**src/rtl/wm_pkg.sv**
```systemverilog
// Shared definitions for the washing-machine phase timer.
// Holds the phase encodings, the timer state enum, the wash-mode index type,
// the 3x4 phase duration table (in time units) and the lookup helpers.
// No ports: imported with `import wm_pkg::*;`.
package wm_pkg;

  typedef enum logic [1:0] {
    PhaseSoak  = 2'b00,
    PhaseWash  = 2'b01,
    PhaseRinse = 2'b10,
    PhaseSpin  = 2'b11
  } wm_phase_e;

  typedef enum logic [1:0] {
    WmIdle  = 2'b00,
    WmLoad  = 2'b01,
    WmCount = 2'b10,
    WmDone  = 2'b11
  } wm_state_e;

  typedef enum logic [1:0] {
    Mode1 = 2'd0,
    Mode2 = 2'd1,
    Mode3 = 2'd2
  } wm_mode_e;

  // Indexed [mode][phase]; each row is packed {spin, rinse, wash, soak}.
  typedef logic [2:0][3:0][7:0] wm_dur_table_t;

  localparam wm_dur_table_t WmDurTable = {
    8'd8, 8'd12, 8'd16, 8'd8,  // mode3
    8'd4, 8'd6,  8'd8,  8'd4,  // mode2
    8'd2, 8'd3,  8'd4,  8'd2   // mode1
  };

  // Fixed priority mode1 > mode2 > mode3; nothing selected falls back to mode1.
  function automatic wm_mode_e wm_mode_decode(input logic m1, input logic m2, input logic m3);
    wm_mode_e mode;
    if (m1) begin
      mode = Mode1;
    end else if (m2) begin
      mode = Mode2;
    end else if (m3) begin
      mode = Mode3;
    end else begin
      mode = Mode1;
    end
    return mode;
  endfunction

  // A zero table entry would never expire, so it is promoted to one unit.
  function automatic logic [7:0] wm_duration(input wm_mode_e mode, input logic [1:0] phase);
    logic [7:0] dur;
    dur = WmDurTable[mode][phase];
    return (dur == 8'd0) ? 8'd1 : dur;
  endfunction

endpackage

```
**src/rtl/wm_phase_timer_if.sv**
```systemverilog
// Bus between the wash controller (master) and the phase timer (slave).
//   timer_enable      run request
//   phase_sel[1:0]    00 soak, 01 wash, 10 rinse, 11 spin
//   mode1/mode2/mode3 wash-mode selects (mode1 has priority)
//   lid               0 closed, 1 open
//   timer_done        one-cycle pulse at phase expiry
//   remaining[7:0]    units left in the current phase
//   busy              counting (including paused)
//   paused            counting frozen by an open lid
interface wm_phase_timer_if;

  logic       timer_enable;
  logic [1:0] phase_sel;
  logic       mode1;
  logic       mode2;
  logic       mode3;
  logic       lid;
  logic       timer_done;
  logic [7:0] remaining;
  logic       busy;
  logic       paused;

  modport master (
    output timer_enable, phase_sel, mode1, mode2, mode3, lid,
    input  timer_done, remaining, busy, paused
  );

  modport slave (
    input  timer_enable, phase_sel, mode1, mode2, mode3, lid,
    output timer_done, remaining, busy, paused
  );

endinterface

```
**src/rtl/wm_prescaler.sv**
```systemverilog
// Unit-tick prescaler: counts clock cycles 0..UNIT_CYCLES-1 and pulses
// tick_o on the cycle that wraps back to 0.
//   clk      system clock, rising edge
//   rst_n    asynchronous active-low reset
//   clear_i  force the count to 0 (wins over hold_i)
//   hold_i   freeze the count
//   tick_o   high in the cycle whose edge wraps the count
module wm_prescaler #(
  parameter int unsigned UNIT_CYCLES = 1000
) (
  input  logic clk,
  input  logic rst_n,
  input  logic clear_i,
  input  logic hold_i,
  output logic tick_o
);

  localparam logic [15:0] CntMax = 16'(UNIT_CYCLES - 1);

  logic [15:0] cnt_q, cnt_d;
  logic        wrap;

  assign wrap   = (cnt_q == CntMax);
  assign tick_o = !clear_i && !hold_i && wrap;

  always_comb begin
    cnt_d = cnt_q;
    if (clear_i) begin
      cnt_d = '0;
    end else if (!hold_i) begin
      cnt_d = wrap ? '0 : cnt_q + 16'd1;
    end
  end

  always_ff @(posedge clk or negedge rst_n) begin
    if (!rst_n) begin
      cnt_q <= '0;
    end else begin
      cnt_q <= cnt_d;
    end
  end

endmodule

```
**src/rtl/wm_phase_timer.sv**
```systemverilog
// Washing-machine phase timer. Loads the duration for the selected wash mode
// and phase, counts it down in units of UNIT_CYCLES clocks and pulses
// timer_done once when the phase expires.
//   clk    system clock, rising edge
//   rst_n  asynchronous active-low reset
//   bus    wm_phase_timer_if.slave (controller inputs, timer status outputs)
// Build option: define WM_LID_PAUSE_EN to freeze counting while the lid is
// open; without it lid is ignored and paused stays 0.
module wm_phase_timer
  import wm_pkg::*;
#(
  parameter int unsigned UNIT_CYCLES = 1000
) (
  input logic              clk,
  input logic              rst_n,
  wm_phase_timer_if.slave  bus
);

  localparam logic [1:0] StIdle  = WmIdle;
  localparam logic [1:0] StLoad  = WmLoad;
  localparam logic [1:0] StCount = WmCount;
  localparam logic [1:0] StDone  = WmDone;

  logic [1:0] state_q, state_d;
  logic [1:0] phase_q, phase_d;
  wm_mode_e   mode_q, mode_d;
  logic [7:0] remaining_q, remaining_d;
  logic       done_q, done_d;

  wm_mode_e   mode_sel;
  logic       phase_change;
  logic       pause_active;
  logic       presc_clear;
  logic       unit_tick;

  assign mode_sel     = wm_mode_decode(bus.mode1, bus.mode2, bus.mode3);
  assign phase_change = (bus.phase_sel != phase_q);

`ifdef WM_LID_PAUSE_EN
  assign pause_active = (state_q == StCount) && bus.lid;
`else
  logic unused_lid;
  assign unused_lid   = bus.lid;
  assign pause_active = 1'b0;
`endif

  // Clear whenever the next state cannot be a continuing COUNT, so the
  // prescaler is already 0 on entry to IDLE or LOAD.
  assign presc_clear = (state_q != StCount) || !bus.timer_enable || phase_change;

  wm_prescaler #(
    .UNIT_CYCLES (UNIT_CYCLES)
  ) u_prescaler (
    .clk     (clk),
    .rst_n   (rst_n),
    .clear_i (presc_clear),
    .hold_i  (pause_active),
    .tick_o  (unit_tick)
  );

  // Phase and mode are captured on every transition into LOAD; the LOAD
  // cycle then fetches the duration from the captured values, so later
  // mode changes have no effect until the next LOAD.
  always_comb begin
    state_d     = state_q;
    phase_d     = phase_q;
    mode_d      = mode_q;
    remaining_d = remaining_q;
    done_d      = 1'b0;

    if (!bus.timer_enable) begin
      state_d     = StIdle;
      remaining_d = '0;
    end else begin
      case (state_q)
        StIdle: begin
          state_d = StLoad;
          phase_d = bus.phase_sel;
          mode_d  = mode_sel;
        end
        StLoad: begin
          state_d     = StCount;
          remaining_d = wm_duration(mode_q, phase_q);
        end
        StCount: begin
          if (phase_change) begin
            // Also covers a phase change on the terminal wrap: no pulse.
            state_d = StLoad;
            phase_d = bus.phase_sel;
            mode_d  = mode_sel;
          end else if (unit_tick) begin
            if (remaining_q <= 8'd1) begin
              state_d     = StDone;
              remaining_d = '0;
              done_d      = 1'b1;
            end else begin
              remaining_d = remaining_q - 8'd1;
            end
          end
        end
        StDone: begin
          if (phase_change) begin
            state_d = StLoad;
            phase_d = bus.phase_sel;
            mode_d  = mode_sel;
          end
        end
        default: begin
          state_d = StIdle;
        end
      endcase
    end
  end

  always_ff @(posedge clk or negedge rst_n) begin
    if (!rst_n) begin
      state_q     <= StIdle;
      phase_q     <= PhaseSoak;
      mode_q      <= Mode1;
      remaining_q <= '0;
      done_q      <= 1'b0;
    end else begin
      state_q     <= state_d;
      phase_q     <= phase_d;
      mode_q      <= mode_d;
      remaining_q <= remaining_d;
      done_q      <= done_d;
    end
  end

  assign bus.timer_done = done_q;
  assign bus.remaining  = remaining_q;
  assign bus.busy       = (state_q == StCount);
  assign bus.paused     = pause_active;

endmodule

```
**src/flat_wrapper.sv**
```systemverilog
// flat-port wrapper written by rule: the top's interface ports become plain ports
module wm_phase_timer_flat import wm_pkg::*;
#(
  parameter int unsigned UNIT_CYCLES = 1000
)
  (clk, rst_n, bus_timer_enable, bus_phase_sel, bus_mode1, bus_mode2, bus_mode3, bus_lid, bus_timer_done, bus_remaining, bus_busy, bus_paused);
  wm_phase_timer_if bus_i ();
  input logic clk;
  input logic rst_n;
  input wire logic [$bits(bus_i.timer_enable)-1:0] bus_timer_enable;
  input wire logic [$bits(bus_i.phase_sel)-1:0] bus_phase_sel;
  input wire logic [$bits(bus_i.mode1)-1:0] bus_mode1;
  input wire logic [$bits(bus_i.mode2)-1:0] bus_mode2;
  input wire logic [$bits(bus_i.mode3)-1:0] bus_mode3;
  input wire logic [$bits(bus_i.lid)-1:0] bus_lid;
  output wire logic [$bits(bus_i.timer_done)-1:0] bus_timer_done;
  output wire logic [$bits(bus_i.remaining)-1:0] bus_remaining;
  output wire logic [$bits(bus_i.busy)-1:0] bus_busy;
  output wire logic [$bits(bus_i.paused)-1:0] bus_paused;
  assign bus_i.timer_enable = bus_timer_enable;
  assign bus_i.phase_sel = bus_phase_sel;
  assign bus_i.mode1 = bus_mode1;
  assign bus_i.mode2 = bus_mode2;
  assign bus_i.mode3 = bus_mode3;
  assign bus_i.lid = bus_lid;
  assign bus_timer_done = bus_i.timer_done;
  assign bus_remaining = bus_i.remaining;
  assign bus_busy = bus_i.busy;
  assign bus_paused = bus_i.paused;
  wm_phase_timer #(.UNIT_CYCLES(UNIT_CYCLES)) u_core (.clk(clk), .rst_n(rst_n), .bus(bus_i));
endmodule
```
**config.mk**
```make
export PLATFORM = sky130hd
export DESIGN_NAME = wm_phase_timer_flat
export DESIGN_NICKNAME = d
export VERILOG_FILES = /design/src/rtl/wm_pkg.sv /design/src/rtl/wm_phase_timer_if.sv /design/src/rtl/wm_prescaler.sv /design/src/rtl/wm_phase_timer.sv /design/src/flat_wrapper.sv
export SDC_FILE = /design/constraint.sdc
export NUM_CORES = 1
export LEC_CHECK = 0
export ABC_AREA = 1
export CAP_MARGIN = 20
export CORE_MARGIN = 5
export CORE_UTILIZATION = 61
export DETAILED_ROUTE_END_ITERATION = 10
export PLACE_DENSITY = 0.84
export SLEW_MARGIN = 30
export SYNTH_ARGS = -nofsm -noshare
export SYNTH_HDL_FRONTEND = slang
export SYNTH_SLANG_ARGS = --single-unit
```
**constraint.sdc**
```tcl
create_clock -name clk -period 2.8 [get_ports clk]
set_input_delay 0.7 -clock clk [delete_from_list [all_inputs] [get_ports clk]]
set_output_delay 0.7 -clock clk [all_outputs]
set_load 0.005 [all_outputs]
```
# ---- After elaboration in Yosys (flattened, before gate mapping)
# Cells that the tools add are included.
dict set report word_totals {
  ff_bits 31
  in_bits 9
  out_inout_bits 11
  word_cells 66
}
dict set report classes {
  n_addsub 2
  magnitude_cmp 3
  n_eq_ne 13
  mux 30
  n_reduce_logical 12
}
# op count
set op_table {}
lappend op_table {{32-bit binary-select mux with 2-bit select} 1}
lappend op_table {{8-bit 2-to-1 mux} 6}
lappend op_table {{16-bit 2-to-1 mux} 2}
lappend op_table {{32-bit 2-to-1 mux} 1}
lappend op_table {{2-bit 2-to-1 mux} 10}
lappend op_table {{16-bit by 1-bit adder with 16-bit output, second input constant} 1}
lappend op_table {{8-bit binary-select mux with 2-bit select} 1}
lappend op_table {{16-bit by 10-bit equality test with 1-bit output, second input constant} 1}
lappend op_table {{8-bit one-hot mux with 2 select lines} 1}
lappend op_table {{3-bit AND reduction} 3}
lappend op_table {{8-bit by 1-bit <= comparator with 1-bit output, second input constant} 1}
lappend op_table {{8-bit zero test} 1}
lappend op_table {{4-bit by 2-bit inequality test with 1-bit output, second input constant} 2}
lappend op_table {{2-bit one-hot mux with 2 select lines} 2}
lappend op_table {{2-bit one-hot mux with 4 select lines} 1}
lappend op_table {{8-bit by 1-bit subtractor with 8-bit output, second input constant} 1}
lappend op_table {{2-bit by 3-bit less-than comparator with 1-bit output, second input constant} 2}
lappend op_table {{3-bit by 2-bit inequality test with 1-bit output, second input constant} 2}
lappend op_table {{1-bit 2-to-1 mux} 5}
lappend op_table {{2-bit equality test, second input constant} 2}
lappend op_table {{3-bit by 1-bit inequality test with 1-bit output, second input constant} 1}
lappend op_table {{3-bit inequality test, second input constant} 1}
lappend op_table {{2-bit by 1-bit equality test with 1-bit output, second input constant} 1}
lappend op_table {{1-bit zero test} 2}
lappend op_table {{other kinds (8)} 9}

# ---- Depth between registers and ports, before layout
# Gate-level depths: netlist of run 1.
dict set report depth {
  ltp_word 9
  ltp_mapped 11
  ltp_nobuf 11
}

# ---- Hierarchy
# Synthesis of run 1 repeated with hierarchy kept, for this count alone.
dict set report hier_totals {
  cells_unflattened 335
  hier_area_um2 2358.5
}
# mod instances cells_each area_per_inst_um2 seq_area_each_um2
set by_module_without_submodules {}
lappend by_module_without_submodules {wm_phase_timer 1 182 1218.7 375.4}
lappend by_module_without_submodules {wm_prescaler 1 153 1139.8 400.4}

# ---- Least setup slack after synthesis of run 1
# Ideal clock, no wire load.
dict set report synth_timing {
  path_kind {input -> register}
  start {input port bus_phase_sel[0]}
  end {register u_core.remaining_q[3] (netlist: u_core.bus.remaining[3])}
  setup_time_ps 118
  t_arrival_ps 1451
  required_ps 2682
  setup_slack_ps 1231
  cell_stages 8
  n_path_buf 0
  cell_sequence {xnor2_1 -> nand2_2 -> nor2_4 -> nand2_2 -> nand2_4 -> nand2_4 -> nand2_1 -> nand2_1}
}
dict set report synth_via {
  elab_chain_len 6
  elab_cells_between_ends 7
  classes_between {3 x eq/ne; 4 x reduce/logical}
}
# item line_no
set synth_rtl {}
lappend synth_rtl {{start: declaration} flat_wrapper.sv:11} ;# input wire logic [$bits(bus_i.phase_sel)-1:0] bus_phase_sel;
lappend synth_rtl {{2-bit inequality test *} wm_phase_timer.sv:37} ;# assign phase_change = (bus.phase_sel != phase_q);
lappend synth_rtl {{1-bit logical OR} wm_phase_timer.sv:49} ;# assign presc_clear = (state_q != StCount) || !bus.timer_enable || phase_change;
lappend synth_rtl {{1-bit zero test} wm_prescaler.sv:24} ;# assign tick_o = !clear_i && !hold_i && wrap;
lappend synth_rtl {{1-bit logical AND} wm_prescaler.sv:24}
lappend synth_rtl {{3-bit by 2-bit inequality test with 1-bit output (no line)} -}
lappend synth_rtl {{3-bit AND reduction (no line) *} -}
lappend synth_rtl {{end signal: assignment} wm_phase_timer.sv:126} ;# remaining_q <= remaining_d;
lappend synth_rtl {{end: declaration} wm_phase_timer.sv:27} ;# logic [7:0] remaining_q, remaining_d;
# Mark *: on every way between the ends. The rest lies on a longest branch, timed or not.
# A chain may end at the register's enable or synchronous reset.

# ---- Worst setup path in the final report of run 1
dict set report layout_timing {
  start {register u_core.state_q[0]}
  end {output port bus_busy}
}
dict set report layout_via {
  elab_chain_len 1
}
# item line_no
set layout_rtl {}
lappend layout_rtl {{start: declaration} wm_phase_timer.sv:24} ;# logic [1:0] state_q, state_d;
lappend layout_rtl {{start signal: assignment} wm_phase_timer.sv:117} ;# state_q <= StIdle;
lappend layout_rtl {{start signal: assignment} wm_phase_timer.sv:123} ;# state_q <= state_d;
lappend layout_rtl {{2-bit equality test} wm_phase_timer.sv:133} ;# assign bus.busy = (state_q == StCount);
lappend layout_rtl {{end: declaration} flat_wrapper.sv:18} ;# output wire logic [$bits(bus_i.busy)-1:0] bus_busy;
# No other way between the ends.

==> flow_metrics.tcl, run 1 <==
set metrics [dict create \
    status "finished, final reports clean" \
    seq_area_um2 776 \
    yosys-top-cells-area "dfrtp_1 38%, nand2_1 15%, nor2_1 8.0%" \
    worstMarginPinSlew_ns 0.609 \
    yosysWarningCount 0 \
    antenna_found_initial 0 \
    avgSynthCellArea_um2 7.23 \
    cts_tree "built" \
    drc_errors 0 \
    hold_class "flip-flop to flip-flop" \
    setup_viol 0 \
    syn2layout_area_growth_pct 14.6 \
    clk_pin_slew_ns 0.11 \
    worstPathMaxFanout 7 \
    holdWs_ns 0.460 \
    total_power_mw 1.27 \
    post_cts_buffers 0 \
    drt_first_pass_iters 4 \
    clkSinkCount 31 \
    core_mm2 0.00331 \
    rows 21 \
    wl_met3_um 137 \
    numCtsBuffers 5 \
    synth_top_area_share_pct 37.5 \
    postCtsHoldBufs 0 \
    globalRoute.totalOverflow 0 \
    max_freq_ghz 0.408 \
    wl_met2_um 2070 \
    wl_met1_um 2060 \
    root_buffer "clkbuf_4" \
    drtAntennaViolNets 0 \
    dr.first_iter.drc_count 104 \
    drt_wl_total_um 4320 \
    place.gp.congestion 0.864 \
    tns_ns 0 \
    fill_cells 268 \
    num_io_pins 20 \
    die_w_um 68.2 \
    syn_area_mm2 0.00207 \
    layout-drive-gt1-share_pct 10.3 \
    drv_cap 0 \
    wl_per_cell_um 12.1 \
    first_global_vias 1726 \
    min_period_ns 2.45 \
    vias 1846 \
    die-area_mm2 0.00465 \
    fin_cells 356 \
    synthCells 286 \
    multi_input_area_mm2 0.00114 \
    critPathArrivalTime_ns 1.75 \
    drv_slew 0 \
    dpl.cell_count 348 \
    port_buffers 17 \
    critPathLaunchType "flip-flop" \
    grt_pass1_wl_um 7450 \
    fp.dieH_um 68.2 \
    place_hpwl_um 3200 \
    num_antenna_cells 0 \
    initial_core_util_pct 62.4 \
    cp.required_ns 2.10 \
    top_layer_used "met4" \
    syn_nets 304 \
    yosysTopAreaCell "dfrtp_1" \
    cts_resized 0 \
    grt.total_usage_pct 21.1 \
    ys_seq_area_share_pct 37.5 \
    rsz0062_at_grt "no" \
    slew_headroom_pct 59.4 \
    ir_drop_v 0.000387 \
    ys_seq_elements 31 \
    cp-end-kind "output pin" \
    htreeDepth 2 \
    synthDistinctLibCells 34 \
    fin_crit_sh_pct 87.5 \
    clock_path_buffers 2 \
    hold_violations 0 \
    p_leak_nw 1.14 \
    finClkSkew_ns 0.0101 \
    power_density_mw_per_mm2 537 \
    grt_max_degree 32 \
    viasPerCell 5.19 \
    insertion_delay_ns 0.33 \
    path_class "flip-flop to output pin" \
    fin_nets 327 \
]
-- stage by stage --
stage	instance area, um^2	utilization, %	worst slack (ns)
floorplan	2070	-	1.23
global placement	2280	69.0	0.633
detailed placement	2280	69.0	0.604
CTS	2370	71.6	0.356
global route	2370	71.6	0.251
finish	2370	71.6	0.351
-- state kept, by name, summed over array words and instances (netlist names) --
register,flops
u_core.bus.timer_done,1
u_core.phase_q,2
u_core.mode_q,2
u_core.state_q,2
u_core.u_prescaler.cnt_q,16
u_core.bus.remaining,8
-- layout by cell type (no fill, tap or decap), types with 2 or more instances in the layout --
cell type,instances
nand2_1,82
nor2_1,44
inv_1,31
dfrtp_1,31
nand3_1,21
clkdlybuf4s50_1,17
o21ai_0,13
ha_1,9
xor2_1,6
a21oi_1,6
nand2_2,5
nand4_1,5
clkbuf_4,5
inv_2,4
xnor2_1,3
nor2_2,2
nor3b_1,2
nor3_2,2
nand3b_1,2
nand2_4,2
-- kinds of logic after synthesis --
group	count (synthesis)	share of synthesized area, %
compound gates	23	6.48
other cells	1	0.181
fa+ha+maj	9	5.45
buf+inv	37	7.26
xor+xnor	9	3.81
flops	31	37.5
simple gates	176	39.3
-- synthesized netlist by cell type --
| library cell | number |
|---|---|
| or2_1 | 1 |
| nor3_1 | 1 |
| buf_4 | 1 |
| a21oi_4 | 1 |
| nand2_2 | 5 |
| nand2_1 | 82 |
| nor2_1 | 44 |
| inv_1 | 31 |
| a21o_1 | 1 |
| o21ai_2 | 1 |
| nor3_2 | 2 |
| nand4_2 | 1 |
| a21oi_1 | 6 |
| nor3b_1 | 2 |
| o21ai_0 | 13 |
| nor2_4 | 1 |
| conb_1 | 1 |
| nand3b_1 | 2 |
| nor3_4 | 1 |
| nand3_1 | 21 |
| nor3b_2 | 1 |
| xnor2_1 | 3 |
| inv_2 | 4 |
| nor2_2 | 2 |
| or2_2 | 1 |
| and3_1 | 1 |
| dfrtp_1 | 31 |
| buf_6 | 1 |
| a31oi_1 | 1 |
| xor2_1 | 6 |
| nand4_1 | 5 |
| nand3_2 | 1 |
| ha_1 | 9 |
| nand2_4 | 2 |
-- layout make-up --
class,instances,share of cell area [%]
clock buffers,6,2.16
clock inverters,2,1.48
inverters,35,5.54
multi-input cells,218,48.2
flip-flops and latches,31,32.7
well taps,46,2.43
repair buffers,18,7.50
-- power by group --
part | switching (mW) | total (mW) | leakage, nW | internal (mW)
logic | 0.218 | 0.381 | 0.666 | 0.163
registers | 0.0386 | 0.514 | 0.423 | 0.475
clock network | 0.165 | 0.377 | 0.0482 | 0.211
-- per-layer routing --
| metal | vias up | GRT usage, % |
|---|---|---|
| met2 | 30 | 35.6 |
| met3 | 5 | 4.43 |
| met5 | - | 0 |
| met4 | 0 | 6.70 |
| li1 | 949 | - |
| met1 | 862 | 26.7 |
-- critical path: stages, from the launching register on --
cell	delay [ns]
dfrtp_1	0.45
inv_1	0.09
ha_1	0.31
clkdlybuf4s50_1	0.56
-- final timing paths --
path                       slack [ns]  cells after the start                         from                     endpoint
max                              0.35                      3            u_core.state_q[0]                     bus_busy
min                              0.46                      1  u_core.u_prescaler.cnt_q[0]  u_core.u_prescaler.cnt_q[0]
max reg2reg                      0.97                     10      u_core.bus.remaining[0]            u_core.state_q[1]
min reg2reg                      0.46                      1  u_core.u_prescaler.cnt_q[0]  u_core.u_prescaler.cnt_q[0]
max in group asynchronous        1.76                      2                        rst_n      u_core.bus.remaining[0]
min in group asynchronous        0.74                      2                        rst_n  u_core.u_prescaler.cnt_q[0]
Note: power is estimated with default switching activity, not from simulation.
==> run 2, diff against run 1 <==
--- a/config.mk
+++ b/config.mk
@@ -8,9 +8,12 @@
 export ABC_AREA = 1
 export CAP_MARGIN = 20
 export CORE_MARGIN = 5
-export CORE_UTILIZATION = 61
+export CORE_UTILIZATION = 65
+export CTS_CLUSTER_SIZE = 8
 export DETAILED_ROUTE_END_ITERATION = 10
-export PLACE_DENSITY = 0.84
+export DONT_BUFFER_PORTS = 1
+export GPL_TIMING_DRIVEN = 0
+export PLACE_DENSITY = 0.81
 export SLEW_MARGIN = 30
 export SYNTH_ARGS = -nofsm -noshare
 export SYNTH_HDL_FRONTEND = slang
==> run 2 against run 1 <==
Effect of this change: power decreased by 13%; count of clock-buffer cells in the layout did not move; combinational power is 15% lower; highest routed layer unchanged; hold slack worse by 0.42 ns; fmax rose by 31%; critical endpoint unchanged; largest cell class unchanged; via count is 2.8% lower; core utilization down 0.31 points; clock skew about the same; clock power down 31%; non-clock buffer count decreased by 16; sequential power about the same; global-route usage rose by 0.15 points.
==> flow_metrics.tcl, run 2 (synthesized netlist as in run 1, its figures left out) <==
set metrics [dict create \
    status "finished, final reports clean" \
    layout-drive-gt1-share_pct 10.9 \
    p_comb_share_pct 29.4 \
    p_int_uw 699 \
    drtAntennaViolNets 0 \
    viasPerCell 5.31 \
    power_density_mw_per_mm2 506 \
    first_global_vias 1651 \
    grt_pass1_wl_um 7110 \
    ir_drop_v 0.000343 \
    cp.required_ns 2.10 \
    clk_pin_slew_ns 0.10 \
    setup_viol 0 \
    drv_slew 0 \
    max_freq_ghz 0.536 \
    wl_per_cell_um 11.7 \
    num_io_pins 20 \
    post_cts_buffers 0 \
    antenna_found_initial 0 \
    clock_power_share_pct 23.7 \
    die-area_mm2 0.00441 \
    fin_cells 338 \
    total_power_mw 1.10 \
    place_hpwl_um 3000 \
    globalRoute.totalOverflow 0 \
    numCtsBuffers 5 \
    path_class "flip-flop to output pin" \
    rows 20 \
    critPathLaunchType "flip-flop" \
    hold_violations 0 \
    dr.first_iter.drc_count 126 \
    power_switching_uw 403 \
    placed_area_mm2 0.00212 \
    insertion_delay_ns 0.34 \
    cp_num_buf_inv 1 \
    cp_top_family "flip-flops" \
    tns_ns 0 \
    crit_chain "inv_1 > ha_1" \
    port_buffers 0 \
    drc_errors 0 \
    min_period_ns 1.87 \
    cts_resized 0 \
    core_mm2 0.00305 \
    switching_share_pct 36.6 \
    num_antenna_cells 0 \
    largest_register_ffs 16 \
    slowest_delay_ns 0.44 \
    fp.dieH_um 66.4 \
    p_leak_nw 1.06 \
    vias 1795 \
    layout_commonest_cell "nand2_1" \
    postCtsHoldBufs 0 \
    fin_area_mm2 0.00218 \
    regMostFlops "u_core.u_prescaler.cnt_q" \
    fill_cells 261 \
    syn2layout_area_growth_pct 5.27 \
    drt_wl_total_um 3960 \
    mostFrequentLayoutCells "82 x nand2_1, 44 x nor2_1, 31 x inv_1, 31 x dfrtp_1, 21 x nand3_1" \
    finClkSkew_ns 0.00960 \
    grt.total_usage_pct 21.2 \
    rsz0062_at_grt "no" \
    fin_crit_sh_pct 66.6 \
    cts_tree "built" \
    clock_path_buffers 2 \
    die_w_um 66.4 \
    grt_max_degree 32 \
    worstPathMaxFanout 7 \
    dpl.cell_count 330 \
    root_buffer "clkbuf_4" \
    clkSinkCount 31 \
    holdWs_ns 0.0380 \
    drv_cap 0 \
    drt_first_pass_iters 4 \
    fin_nets 311 \
    cpMaxStageDelayCell "dfrtp_1" \
    critPathArrivalTime_ns 1.17 \
    htreeDepth 2 \
    seqPwrFrac_pct 46.9 \
    place.gp.congestion 0.921 \
    cp-end-kind "output pin" \
    hold_class "input port to asynchronous set/reset pin" \
    initial_core_util_pct 67.7 \
]
-- run 2: cell count changes in the layout (fill, tap and decap cells not counted) --
cell and change:
clkinvlp_4 +1, clkbuf_1 +1, buf_6 +1, clkbuf_8 -1
bufinv_16 -1, clkdlybuf4s50_1 -17
-- run 2: per-stage QoR --
step | utilization, % | setup slack, ns
floorplan | - | 1.23
global placement | 69.5 | 1.04
detailed placement | 69.5 | 1.02
CTS | 71.3 | 0.919
global route | 71.3 | 0.795
finish | 71.3 | 0.934
-- run 2: routing by layer --
layer / track usage (%) / vias up / share of wire, %
met5: 0 / - / 0
met4: 8.63 / 0 / 1.6
met3: 4.93 / 7 / 5.5
met2: 32.3 / 42 / 45
met1: 28.8 / 827 / 48
li1: - / 919 / -
-- run 2: worst paths after layout --
check	cells after the start	from	endpoint	slack (ns)
max in group asynchronous	0	rst_n	u_core.mode_q[0]	2.68
worst max-delay path	2	u_core.state_q[0]	bus_busy	0.93
worst max register to register	10	u_core.bus.remaining[0]	u_core.state_q[1]	1.00
worst min register to register	1	u_core.u_prescaler.cnt_q[0]	u_core.u_prescaler.cnt_q[0]	0.46
min in group clk	1	u_core.u_prescaler.cnt_q[0]	u_core.u_prescaler.cnt_q[0]	0.46
worst min-delay path	0	rst_n	u_core.bus.remaining[5]	0.04
-- run 2: final cells by class --
cell class	count	area, um^2	area share (%)
multi-input cells	218	1140	52.4
plain buffers	2	18.8	0.863
well taps	44	55.1	2.53
flip-flops and latches	31	776	35.7
clock buffers	6	41.3	1.90
inverters	35	131	6.04
clock inverters	2	12.5	0.575
-- run 2: power by group through the flow --
stage               registers [mW]  logic (mW)  clock network [mW]
detailed placement           0.526       0.320                   0
global placement             0.524       0.313                   0
floorplan                    0.515       0.271                   0
finish                       0.516       0.324               0.261
global route                 0.523       0.382               0.289
CTS                          0.517       0.324               0.267
-- run 2: worst register-to-register path: stages, from the launching register on --
cell and delay [ns]:
dfrtp_1 0.43, inv_1 0.16, ha_1 0.29, or2_1 0.15
nand4_2 0.15, nand2_2 0.18, nand2_1 0.06, nand2_1 0.10
nand2_1 0.07, nand2_1 0.06, nand2_1 0.05
==> run 3, diff against run 2 <==
--- a/config.mk
+++ b/config.mk
@@ -8,12 +8,12 @@
 export ABC_AREA = 1
 export CAP_MARGIN = 20
 export CORE_MARGIN = 5
-export CORE_UTILIZATION = 65
+export CORE_UTILIZATION = 63
 export CTS_CLUSTER_SIZE = 8
 export DETAILED_ROUTE_END_ITERATION = 10
 export DONT_BUFFER_PORTS = 1
 export GPL_TIMING_DRIVEN = 0
-export PLACE_DENSITY = 0.81
+export PLACE_DENSITY = 0.79
 export SLEW_MARGIN = 30
 export SYNTH_ARGS = -nofsm -noshare
 export SYNTH_HDL_FRONTEND = slang
==> constraint.sdc (replaced) <==
create_clock -name clk -period 1.8 [get_ports clk]
set_input_delay 0.45 -clock clk [delete_from_list [all_inputs] [get_ports clk]]
set_output_delay 0.45 -clock clk [all_outputs]
set_load 0.005 [all_outputs]
==> run 3 against run 2 <==
Effect of this change: core utilization rose by 1.4 points; power rose by 75%; combinational power rose by 73%; hold slack improved by 0.21 ns; first-iteration DRC count fell by 7.9%; critical path type is now flip-flop to flip-flop; critical endpoint is now u_core.state_q[0]; clock skew rose by 0.0010 ns; non-clock buffer count rose by 2; wire length rose by 4.1%; count of clock-buffer cells in the layout fell by 1.
==> flow_metrics.tcl, run 3 (synthesized netlist as in run 1, its figures left out) <==
set metrics [dict create \
    clkSinkCount 31 \
    numCtsBuffers 5 \
    crit-reg2reg-capture "u_core.state_q[0]" \
    wl_met2_um 1800 \
    cp.required_ns 2.04 \
    place_hpwl_um 2940 \
    num_antenna_cells 0 \
    drv_cap 0 \
    clock_path_buffers 2 \
    setup_viol 0 \
    cts_tree "built" \
    drc_errors 0 \
    grt_max_degree 32 \
    largest_register_ffs 16 \
    regMostFlops "u_core.u_prescaler.cnt_q" \
    cp-end-kind "flip-flop" \
    initial_core_util_pct 66.6 \
    p_leak_nw 1.10 \
    critPathArrivalTime_ns 1.89 \
    fill_cells 259 \
    fin_cells 340 \
    mostFrequentLayoutCells "82 x nand2_1, 44 x nor2_1, 31 x dfrtp_1" \
    power_density_mw_per_mm2 855 \
    wl_met3_um 175 \
    r2r-start "u_core.bus.remaining[1]" \
    rrSetupSlack_ns 0.15 \
    max_freq_ghz 0.608 \
    hold_violations 0 \
    grt_pass1_wl_um 7180 \
    core_mm2 0.00310 \
    top_layer_used "met4" \
    worstPathMaxFanout 6 \
    critPathLaunchType "flip-flop" \
    viasPerCell 5.13 \
    syn2layout_area_growth_pct 9.02 \
    total_power_mw 1.93 \
    layout-drive-gt1-share_pct 12.5 \
    rows 20 \
    first_global_vias 1686 \
    num_io_pins 20 \
    status "finished, final reports clean" \
    drtAntennaViolNets 0 \
    drv_slew 0 \
    grt.total_usage_pct 20.7 \
    post_cts_buffers 0 \
    htreeDepth 2 \
    wl_per_cell_um 12.1 \
    drt_wl_total_um 4130 \
    port_buffers 0 \
    fin_crit_sh_pct 91.4 \
    r2r_cells 10 \
    holdWs_ns 0.249 \
    fp.dieH_um 67.3 \
    seq_area_um2 776 \
    ir_drop_v 0.000592 \
    startpoint "u_core.bus.remaining[1]" \
    fin_nets 313 \
    die_w_um 67.3 \
    place.gp.congestion 0.862 \
    dr.first_iter.drc_count 116 \
    path_class "flip-flop to flip-flop" \
    vias 1743 \
    rsz0062_at_grt "no" \
    layout_commonest_cell "nand2_1" \
    multi_input_area_mm2 0.00116 \
    drt_first_pass_iters 4 \
    die-area_mm2 0.00453 \
    dpl.cell_count 330 \
    critPathCapture "u_core.state_q[0]" \
    wl_met1_um 2080 \
    min_period_ns 1.65 \
    insertion_delay_ns 0.33 \
    globalRoute.totalOverflow 0 \
    hold_class "input port to flip-flop" \
    clk_pin_slew_ns 0.11 \
    antenna_found_initial 0 \
    root_buffer "clkbuf_4" \
    tns_ns 0 \
    finClkSkew_ns 0.0106 \
]
## run 3: changes by cell type in the layout (fill, tap and decap cells not counted)
cell	previous run	this run
inv_2	4	5
ha_2	0	1
buf_12	0	1
ha_4	0	1
clkinvlp_4	1	0
bufinv_16	0	1
nand2_4	2	3
clkinv_4	0	1
clkbuf_1	1	0
inv_1	31	30
dlygate4sd3_1	0	1
ha_1	9	7
nand2_2	5	4
## run 3: worst max-delay path, stage by stage, from the launching register on
cell and delay (ns):
dfrtp_1 0.45, inv_1 0.13, ha_4 0.17, or2_1 0.14, nand4_2 0.17, nand2_4 0.15, nand2_1 0.06, nand2_1 0.09
nand2_1 0.08, nand2_1 0.06, nand2_1 0.05
## run 3: final cells by class
| type | count | area share, % |
|---|---|---|
| Timing Repair Buffer | 2 | 1.33 |
| Multi-Input combinational cell | 218 | 51.5 |
| Clock inverter | 3 | 1.94 |
| Sequential cell | 31 | 34.4 |
| Buffer | 2 | 0.833 |
| Inverter | 35 | 5.83 |
| Tap cell | 44 | 2.44 |
| Clock buffer | 5 | 1.67 |
## run 3: how the worst min path moves through the flow
| stage | from | to | slack, ns | cells past startpoint |
|---|---|---|---|---|
| detailed placement | rst_n | u_core.u_prescaler.cnt_q[2] | 0.16 | 0 |
| finish | bus_phase_sel[0] | u_core.phase_q[0] | 0.25 | 2 |
| CTS | bus_phase_sel[0] | u_core.phase_q[0] | 0.24 | 2 |
| global placement | rst_n | u_core.u_prescaler.cnt_q[2] | 0.16 | 0 |
| global route | bus_mode3 | u_core.mode_q[1] | 0.27 | 2 |
| floorplan | rst_n | u_core.bus.remaining[0] | 0.15 | 0 |
## run 3: where the power goes
group | switching (mW) | total (mW) | internal, mW
combinational | 0.342 | 0.562 | 0.221
sequential | 0.0658 | 0.805 | 0.739
clock | 0.268 | 0.560 | 0.292
## run 3: repair_timing
item                                    in CTS  in global routing
hold endpoints to repair                    31                  0
endpoints found under the setup margin       0                 10
gates resized for setup                      0                  5
hold buffers                                 2                  0
## run 3: layer usage
layer / GRT usage (%) / up-vias
met2: 32.6 / 35
met4: 6.84 / 0
met1: 28.4 / 776
met5: 0 / -
li1: - / 923
met3: 4.33 / 9
## run 3: per-stage QoR
| stage | worst slack, ns | util, % | cell area [um^2] |
|---|---|---|---|
| 4_1_cts | 0.00605 | 72.0 | 2230 |
| 3_5_place_dp | 0.0232 | 68.4 | 2120 |
| 3_3_place_gp | 0.0335 | 68.4 | 2120 |
| 2_1_floorplan | 0.275 | - | 2070 |
| 6_report | 0.154 | 72.6 | 2250 |
| 5_1_grt | 0.000150 | 72.6 | 2250 |
